`config.mk`:
```
export PLATFORM = sky130hd
export DESIGN_NAME = conv1_sched
export DESIGN_NICKNAME = d
export VERILOG_FILES = /design/src/rtl/npu_pkg.sv /design/src/rtl/sched_wdog.sv /design/src/rtl/conv1_sched.sv
export SDC_FILE = /design/constraint.sdc
export NUM_CORES = 1
export LEC_CHECK = 0
export ABC_AREA = 1
export CAP_MARGIN = 0
export CORE_ASPECT_RATIO = 0.8
export CORE_MARGIN = 2
export CORE_UTILIZATION = 50
export DETAILED_ROUTE_END_ITERATION = 12
export PLACE_DENSITY = 0.72
export SYNTH_ARGS = -nofsm -noshare
export SYNTH_HDL_FRONTEND = slang
export SYNTH_SLANG_ARGS = --single-unit
```
`constraint.sdc`:
```
create_clock -name clk -period 2.1 [get_ports clk]
set_input_delay 0.21 -clock clk [delete_from_list [all_inputs] [get_ports clk]]
set_output_delay 0.21 -clock clk [all_outputs]
set_load 0.05 [all_outputs]
```
`src/rtl/npu_pkg.sv`:
```
// Shared definitions for the NPU layer controllers and engines.
// Holds the scheduler state encoding, the error-code values reported on
// err_code, the conv1 geometry shared with the engine, and a helper that
// derives the watchdog limit from that geometry.
package npu_pkg;

  // conv1 geometry, shared with the conv1 engine
  localparam int CONV1_CHAN   = 10;
  localparam int CONV1_OUT1_H = 14;
  localparam int CONV1_OUT1_W = 13;

  typedef enum logic [2:0] {
    IDLE,
    WAIT_IMG,
    RUN,
    DRAIN,
    ERR,
    FLUSH
  } sched_state_t;

  localparam logic [1:0] ERR_NONE = 2'd0;
  localparam logic [1:0] ERR_OVR  = 2'd1;
  localparam logic [1:0] ERR_SEQ  = 2'd2;
  localparam logic [1:0] ERR_TMO  = 2'd3;

  // One channel takes out_h*out_w cycles plus one; the watchdog tolerates
  // that period, the slack, and one more cycle before declaring a stall.
  function automatic int wdog_limit(input int out_h, input int out_w, input int slack);
    return out_h * out_w + 1 + slack + 1;
  endfunction

endpackage

```
`src/rtl/sched_wdog.sv`:
```
// Watchdog counter for the conv1 scheduler.
// Loadable up-counter that saturates at LIMIT.
//   clk, rst_n : clock, asynchronous active-low reset
//   clr        : force the count to zero (highest priority)
//   en         : count one cycle
//   load       : load load_val into the count
//   load_val   : value for load
//   expire     : high in the cycle whose edge brings the count to LIMIT
module sched_wdog #(
  parameter int LIMIT = 192,
  parameter int CNT_W = $clog2(LIMIT + 1)
) (
  input  logic             clk,
  input  logic             rst_n,
  input  logic             clr,
  input  logic             en,
  input  logic             load,
  input  logic [CNT_W-1:0] load_val,
  output logic             expire
);

  localparam logic [CNT_W-1:0] LIM    = CNT_W'(LIMIT);
  localparam logic [CNT_W-1:0] LIM_M1 = CNT_W'(LIMIT - 1);

  logic [CNT_W-1:0] cnt;

  always_ff @(posedge clk or negedge rst_n) begin
    if (!rst_n) begin
      cnt <= '0;
    end else if (clr) begin
      cnt <= '0;
    end else if (load) begin
      cnt <= load_val;
    end else if (en && cnt != LIM) begin
      cnt <= cnt + CNT_W'(1);
    end
  end

  // Flagged one cycle early so the owner changes state on the very edge
  // at which the count reaches LIMIT.
  assign expire = en && !clr && !load && (cnt == LIM_M1);

endmodule

```
`src/rtl/conv1_sched.sv`:
```
// conv1 layer controller.
// Starts a frame once the input image is stable and the engine is idle,
// keeps the image locked while the CHAN channel passes run, hands each
// finished channel to the consumer via chan_req/chan_ack, and reports
// overrun, sequence and timeout faults.
//   start         : frame start request (IDLE only)
//   abort         : cancel the frame or clear an error
//   img_valid     : input image loaded and stable
//   img_lock      : image must not be modified while high
//   eng_trigger   : one-cycle engine trigger
//   eng_out_valid : engine channel-complete pulse, with eng_out_chan
//   chan_req      : channel buffer chan_id ready for consumer
//   chan_ack      : consumer has copied the buffer
//   busy          : not in IDLE
//   done          : one-cycle pulse on clean frame completion
//   err, err_code : sticky error flag and cause
//   frame_cnt     : completed frames, wrapping
module conv1_sched
  import npu_pkg::*;
#(
  parameter int CHAN       = npu_pkg::CONV1_CHAN,
  parameter int OUT1_H     = npu_pkg::CONV1_OUT1_H,
  parameter int OUT1_W     = npu_pkg::CONV1_OUT1_W,
  parameter int WDOG_SLACK = 8,
  parameter int FCNT_W     = 16
) (
  input  logic              clk,
  input  logic              rst_n,
  input  logic              start,
  input  logic              abort,
  input  logic              img_valid,
  output logic              img_lock,
  output logic              eng_trigger,
  input  logic              eng_out_valid,
  input  logic [3:0]        eng_out_chan,
  output logic              chan_req,
  output logic [3:0]        chan_id,
  input  logic              chan_ack,
  output logic              busy,
  output logic              done,
  output logic              err,
  output logic [1:0]        err_code,
  output logic [FCNT_W-1:0] frame_cnt
);

  localparam int         LIMIT     = wdog_limit(OUT1_H, OUT1_W, WDOG_SLACK);
  localparam int         WD_W      = $clog2(LIMIT + 1);
  localparam logic [3:0] LAST_CHAN = 4'(CHAN - 1);

  sched_state_t state, state_nxt;

  logic       eng_idle;
  logic [3:0] exp_chan;

  // events decoded by the next-state logic
  logic       trig;
  logic       accept;
  logic [1:0] fault_code;
  logic       finish;
  logic       idle_set;
  logic       cancel;

  logic match;
  logic last_seen;
  logic ack_hs;
  logic wd_en;
  logic wd_clr;
  logic wd_expire;

  assign match     = eng_out_valid && (eng_out_chan == exp_chan);
  assign last_seen = eng_out_valid && (eng_out_chan == LAST_CHAN);
  assign ack_hs    = chan_req && chan_ack;

  // The watchdog only runs while the engine is expected to be producing
  // channels; any channel pulse restarts the period.
  assign wd_en  = (state == RUN) || (state == FLUSH);
  assign wd_clr = eng_out_valid || !wd_en;

  sched_wdog #(
    .LIMIT (LIMIT),
    .CNT_W (WD_W)
  ) u_wdog (
    .clk      (clk),
    .rst_n    (rst_n),
    .clr      (wd_clr),
    .en       (wd_en),
    .load     (1'b0),
    .load_val ('0),
    .expire   (wd_expire)
  );

  always_ff @(posedge clk or negedge rst_n) begin
    if (!rst_n) state <= IDLE;
    else        state <= state_nxt;
  end

  always_comb begin
    state_nxt  = state;
    trig       = 1'b0;
    accept     = 1'b0;
    fault_code = ERR_NONE;
    finish     = 1'b0;
    idle_set   = 1'b0;
    cancel     = 1'b0;
    unique case (state)
      IDLE: begin
        if (!abort && start) state_nxt = WAIT_IMG;
      end
      WAIT_IMG: begin
        if (abort) begin
          state_nxt = IDLE;
        end else if (img_valid && eng_idle) begin
          trig      = 1'b1;
          state_nxt = RUN;
        end
      end
      RUN: begin
        // Seeing the last channel means the engine has stopped, whatever
        // else happens in this cycle.
        idle_set = last_seen;
        if (abort) begin
          cancel    = 1'b1;
          state_nxt = (eng_idle || last_seen) ? IDLE : FLUSH;
        end else if (eng_out_valid && !match) begin
          fault_code = ERR_SEQ;
          state_nxt  = ERR;
        end else if (match && chan_req && !chan_ack) begin
          fault_code = ERR_OVR;
          state_nxt  = ERR;
        end else if (match) begin
          accept = 1'b1;
          if (exp_chan == LAST_CHAN) state_nxt = DRAIN;
        end else if (wd_expire) begin
          fault_code = ERR_TMO;
          state_nxt  = ERR;
        end
      end
      DRAIN: begin
        if (abort) begin
          cancel    = 1'b1;
          state_nxt = eng_idle ? IDLE : FLUSH;
        end else if (ack_hs) begin
          finish    = 1'b1;
          state_nxt = IDLE;
        end
      end
      ERR: begin
        idle_set = last_seen;
        if (abort) begin
          cancel    = 1'b1;
          state_nxt = (eng_idle || last_seen) ? IDLE : FLUSH;
        end
      end
      FLUSH: begin
        // Wait for the engine to finish the channels it is still running
        // so a new trigger never lands on a busy engine.
        if (last_seen || wd_expire) begin
          idle_set  = 1'b1;
          state_nxt = IDLE;
        end
      end
      default: state_nxt = IDLE;
    endcase
  end

  always_comb begin
    busy = (state != IDLE);
  end

  always_ff @(posedge clk or negedge rst_n) begin
    if (!rst_n) begin
      eng_idle    <= 1'b1;
      exp_chan    <= '0;
      img_lock    <= 1'b0;
      eng_trigger <= 1'b0;
      chan_req    <= 1'b0;
      chan_id     <= '0;
      done        <= 1'b0;
      err         <= 1'b0;
      err_code    <= ERR_NONE;
      frame_cnt   <= '0;
    end else begin
      eng_trigger <= trig;
      done        <= finish;
      if (trig) begin
        img_lock <= 1'b1;
        eng_idle <= 1'b0;
        exp_chan <= '0;
      end
      if (idle_set) eng_idle <= 1'b1;
      // A new channel may replace one being acked in the same cycle.
      if (accept) begin
        chan_req <= 1'b1;
        chan_id  <= exp_chan;
        exp_chan <= exp_chan + 4'd1;
      end else if (ack_hs) begin
        chan_req <= 1'b0;
      end
      if (fault_code != ERR_NONE) begin
        err      <= 1'b1;
        err_code <= fault_code;
        chan_req <= 1'b0;
        img_lock <= 1'b0;
      end
      if (cancel) begin
        err      <= 1'b0;
        err_code <= ERR_NONE;
        chan_req <= 1'b0;
        img_lock <= 1'b0;
      end
      if (finish) begin
        img_lock  <= 1'b0;
        frame_cnt <= frame_cnt + FCNT_W'(1);
      end
    end
  end

endmodule

```
==> flow_summary.ini <==
[cells_and_area]
fin_cells = 451
drive_above_1_share = 0.0874
insertedDiodeCount = 0
nets = 404
mostFrequentLayoutCells = nand2_1, inv_1, dfrtp_1
final_util = 0.631
area.growth.synth_to_final_pct = 23.4
final_common_cell = nand2_1

[placed_design]
dp_cells = 442
io_buffers = 38
place_hpwl_mm = 4.38
gp_congestion = 0.871

[sta]
unrepaired_setup_endpoints_after_global_routing = false
worst_clock_skew_ns = 0.00638
period_share = 0.957
final-setup-viol-count = 0
maximum_operating_frequency_mhz = 497
worst_slew_margin_rel = 0.569
timing.setup.tns_ns = 0
finalCriticalPeriod_ns = 2.01
worst-slew-pin-transition_ns = 0.646
timing.hold.ws_ns = 0.473
hold_violations = 0
finalMaxSlewViolations = 0

[setup_path]
arrival_ns = 1.80
category_of_the_most_critical_setup_path = reg2out
worstSetupStartpointType = register
timing.rr.start = state[2]
setup.worst_path.end_class = output port
critPathMaxFanout = 7
required_ns = 1.89
cp_cell_sequence = nor3_1 > inv_1 > clkdlybuf4s50_1
crit_path_top_delay_cell = clkdlybuf4s50_1
setup.reg_to_reg.worst_slack_ns = 0.43
cp_slowest_stage_delay_ns = 0.70
crit_end = busy
r2r_cells = 8
worstReg2RegEnd = img_lock
worstSetupStartpoint = state[2]

[routing]
wl_met2_mm = 2.23
remaining_drc_errors = 0
wl_met3_um = 262
avgViaCountPerCell = 4.97
ant_nets_after_route = 0
dr_total_vias = 2243
wirelength_mm = 5.58
first_drt_iteration_drcs = 139
detailed_routing_wirelength_on_met1_mm = 3.02
topRoutingLayerUsed = met4
routed_wire_length_per_instance_um = 12.4
first_pass_iters = 5

[synthesis]
post_synth_inst_count = 337
postSynthNetCount = 353
synth_cell_type_count = 30
post_synth_instance_area_um2 = 2520
synth_area_per_cell_um2 = 7.47
ys_seq_area_frac = 0.428
yosysWarningCount = 0
ys_seq_elements = 43

[floorplanning]
die_area_um2 = 5620
placementRows = 23
core_outline_area_um2 = 4920
pin_count = 39
start_util = 0.512
dieHeight_um = 67.5
die_w_um = 83.3

[clocking]
clock-root-buffer = clkbuf_8
cts_post_setup_buffers_inserted = 0
clock_sink_count = 43
clk_pin_slew_worst_paths_ns = 0.08
clock_latency_ns = 0.29
ctsLongestPathBuffers = 2
htree_num_levels = 2
post_cts_hold_buffer_count = 1
cts_tree = built
cts-resized-gates = 0
cts_inserted_buffers = 5

[power_and_ir_drop]
p_int_w = 0.00141
power.clock.fraction = 0.224
switch_pwr_w = 0.000869
switching_share = 0.382
power_density_nw_per_um2 = 733
power_leakage_nw = 1.56
vdd_drop_max_mv = 0.671
combPwrFrac = 0.344
total_power_w = 0.00228
seq_power_share = 0.433

[grt]
grt_max_degree = 29
antenna_violations_before_repair = 0
vias_in_the_first_global_route = 2047
global_route_wire_length_before_repair_mm = 9.47
gr-usage-all-layers = 0.218
grt-ovfl-total = 0

[hold_path]
holdCritPathClass = in2async

[job]
max_cap_violations = 0

[run_status]
outcome = finished clean
-- registers in the layout, summed over array words and instances (netlist names), 2 cells and up --
name	count
chan_id	4
err_code	2
exp_chan	4
frame_cnt	16
state	3
u_wdog.cnt	8
-- worst min-delay path by stage --
stage,start,end,cells past startpoint
CTS,rst_n,u_wdog.cnt[1],2
global route,rst_n,frame_cnt[9],2
floorplan,rst_n,chan_id[0],0
finish,rst_n,u_wdog.cnt[0],2
detailed placement,rst_n,u_wdog.cnt[5],1
global placement,rst_n,u_wdog.cnt[5],1
-- metal layers --
layer,vias to the layer above,GRT usage
met2,45,0.304
met4,0,0.0799
li1,1177,-
met5,-,0
met1,1017,0.330
met3,4,0.0465
-- worst max-delay path, delay by kind of cell (launching register included) --
kind,cells,cell delay [ns]
buffers and inverters,2,0.78
DFF,1,0.47
and+or+nand+nor,1,0.27
-- through the flow --
stage	instance area, um2	setup slack [ns]
2_1_floorplan	2520	0.399
3_3_place_gp	3010	0.180
3_5_place_dp	3010	0.162
4_1_cts	3110	0.0579
5_1_grt	3110	0.0108
6_report	3110	0.0894
-- kinds of logic after synthesis --
kind of cell / share of synthesized area
simple gates: 0.347
buf+inv: 0.0805
flops: 0.428
compound gates: 0.0711
xor+xnor: 0.0487
fa+ha+maj: 0.0249
-- area by class of cell --
cell class | count | area [um2]
Clock buffer | 6 | 72.6
Fill cell | 439 | 1820
Timing Repair Buffer | 45 | 430
Multi-Input combinational cell | 241 | 1240
Sequential cell | 43 | 1080
Inverter | 52 | 198
Tap cell | 62 | 77.6
Clock inverter | 2 | 12.5
-- power by group through the flow --
stage                     combinational, W  clock, W  sequential, W
after floorplan                   0.000422         0        0.00110
final                             0.000782  0.000509       0.000984
after global routing              0.000866  0.000567       0.000998
after detailed placement          0.000774         0        0.00100
after CTS                         0.000781  0.000533       0.000985
after global placement            0.000771         0        0.00100
-- Yosys cell counts --
cell / number / area, um2
nand2_1: 91 / 342
inv_1: 49 / 184
dfrtp_1: 42 / 1050
nor2_1: 34 / 128
nand3_1: 24 / 120
o21ai_0: 19 / 95.1
a21oi_1: 14 / 70.1
nand4_1: 10 / 62.6
nor3_1: 8 / 40.0
xor2_1: 8 / 70.1
xnor2_1: 6 / 52.6
ha_1: 5 / 62.6
nand2_2: 4 / 25.0
nor2_4: 4 / 45.0
nand3_2: 2 / 20.0
nand3b_1: 2 / 15.0
nor2_2: 2 / 12.5
and2_1: 1 / 6.26
buf_2: 1 / 5.00
clkinv_1: 1 / 3.75
dfstp_2: 1 / 26.3
inv_2: 1 / 3.75
inv_4: 1 / 6.26
nand2_4: 1 / 11.3
nand3_4: 1 / 17.5
nand4_2: 1 / 12.5
nor3_2: 1 / 10.0
o21ai_1: 1 / 5.00
o21ai_2: 1 / 8.76
or2_0: 1 / 6.26
Note: power is estimated with default switching activity, not from simulation.
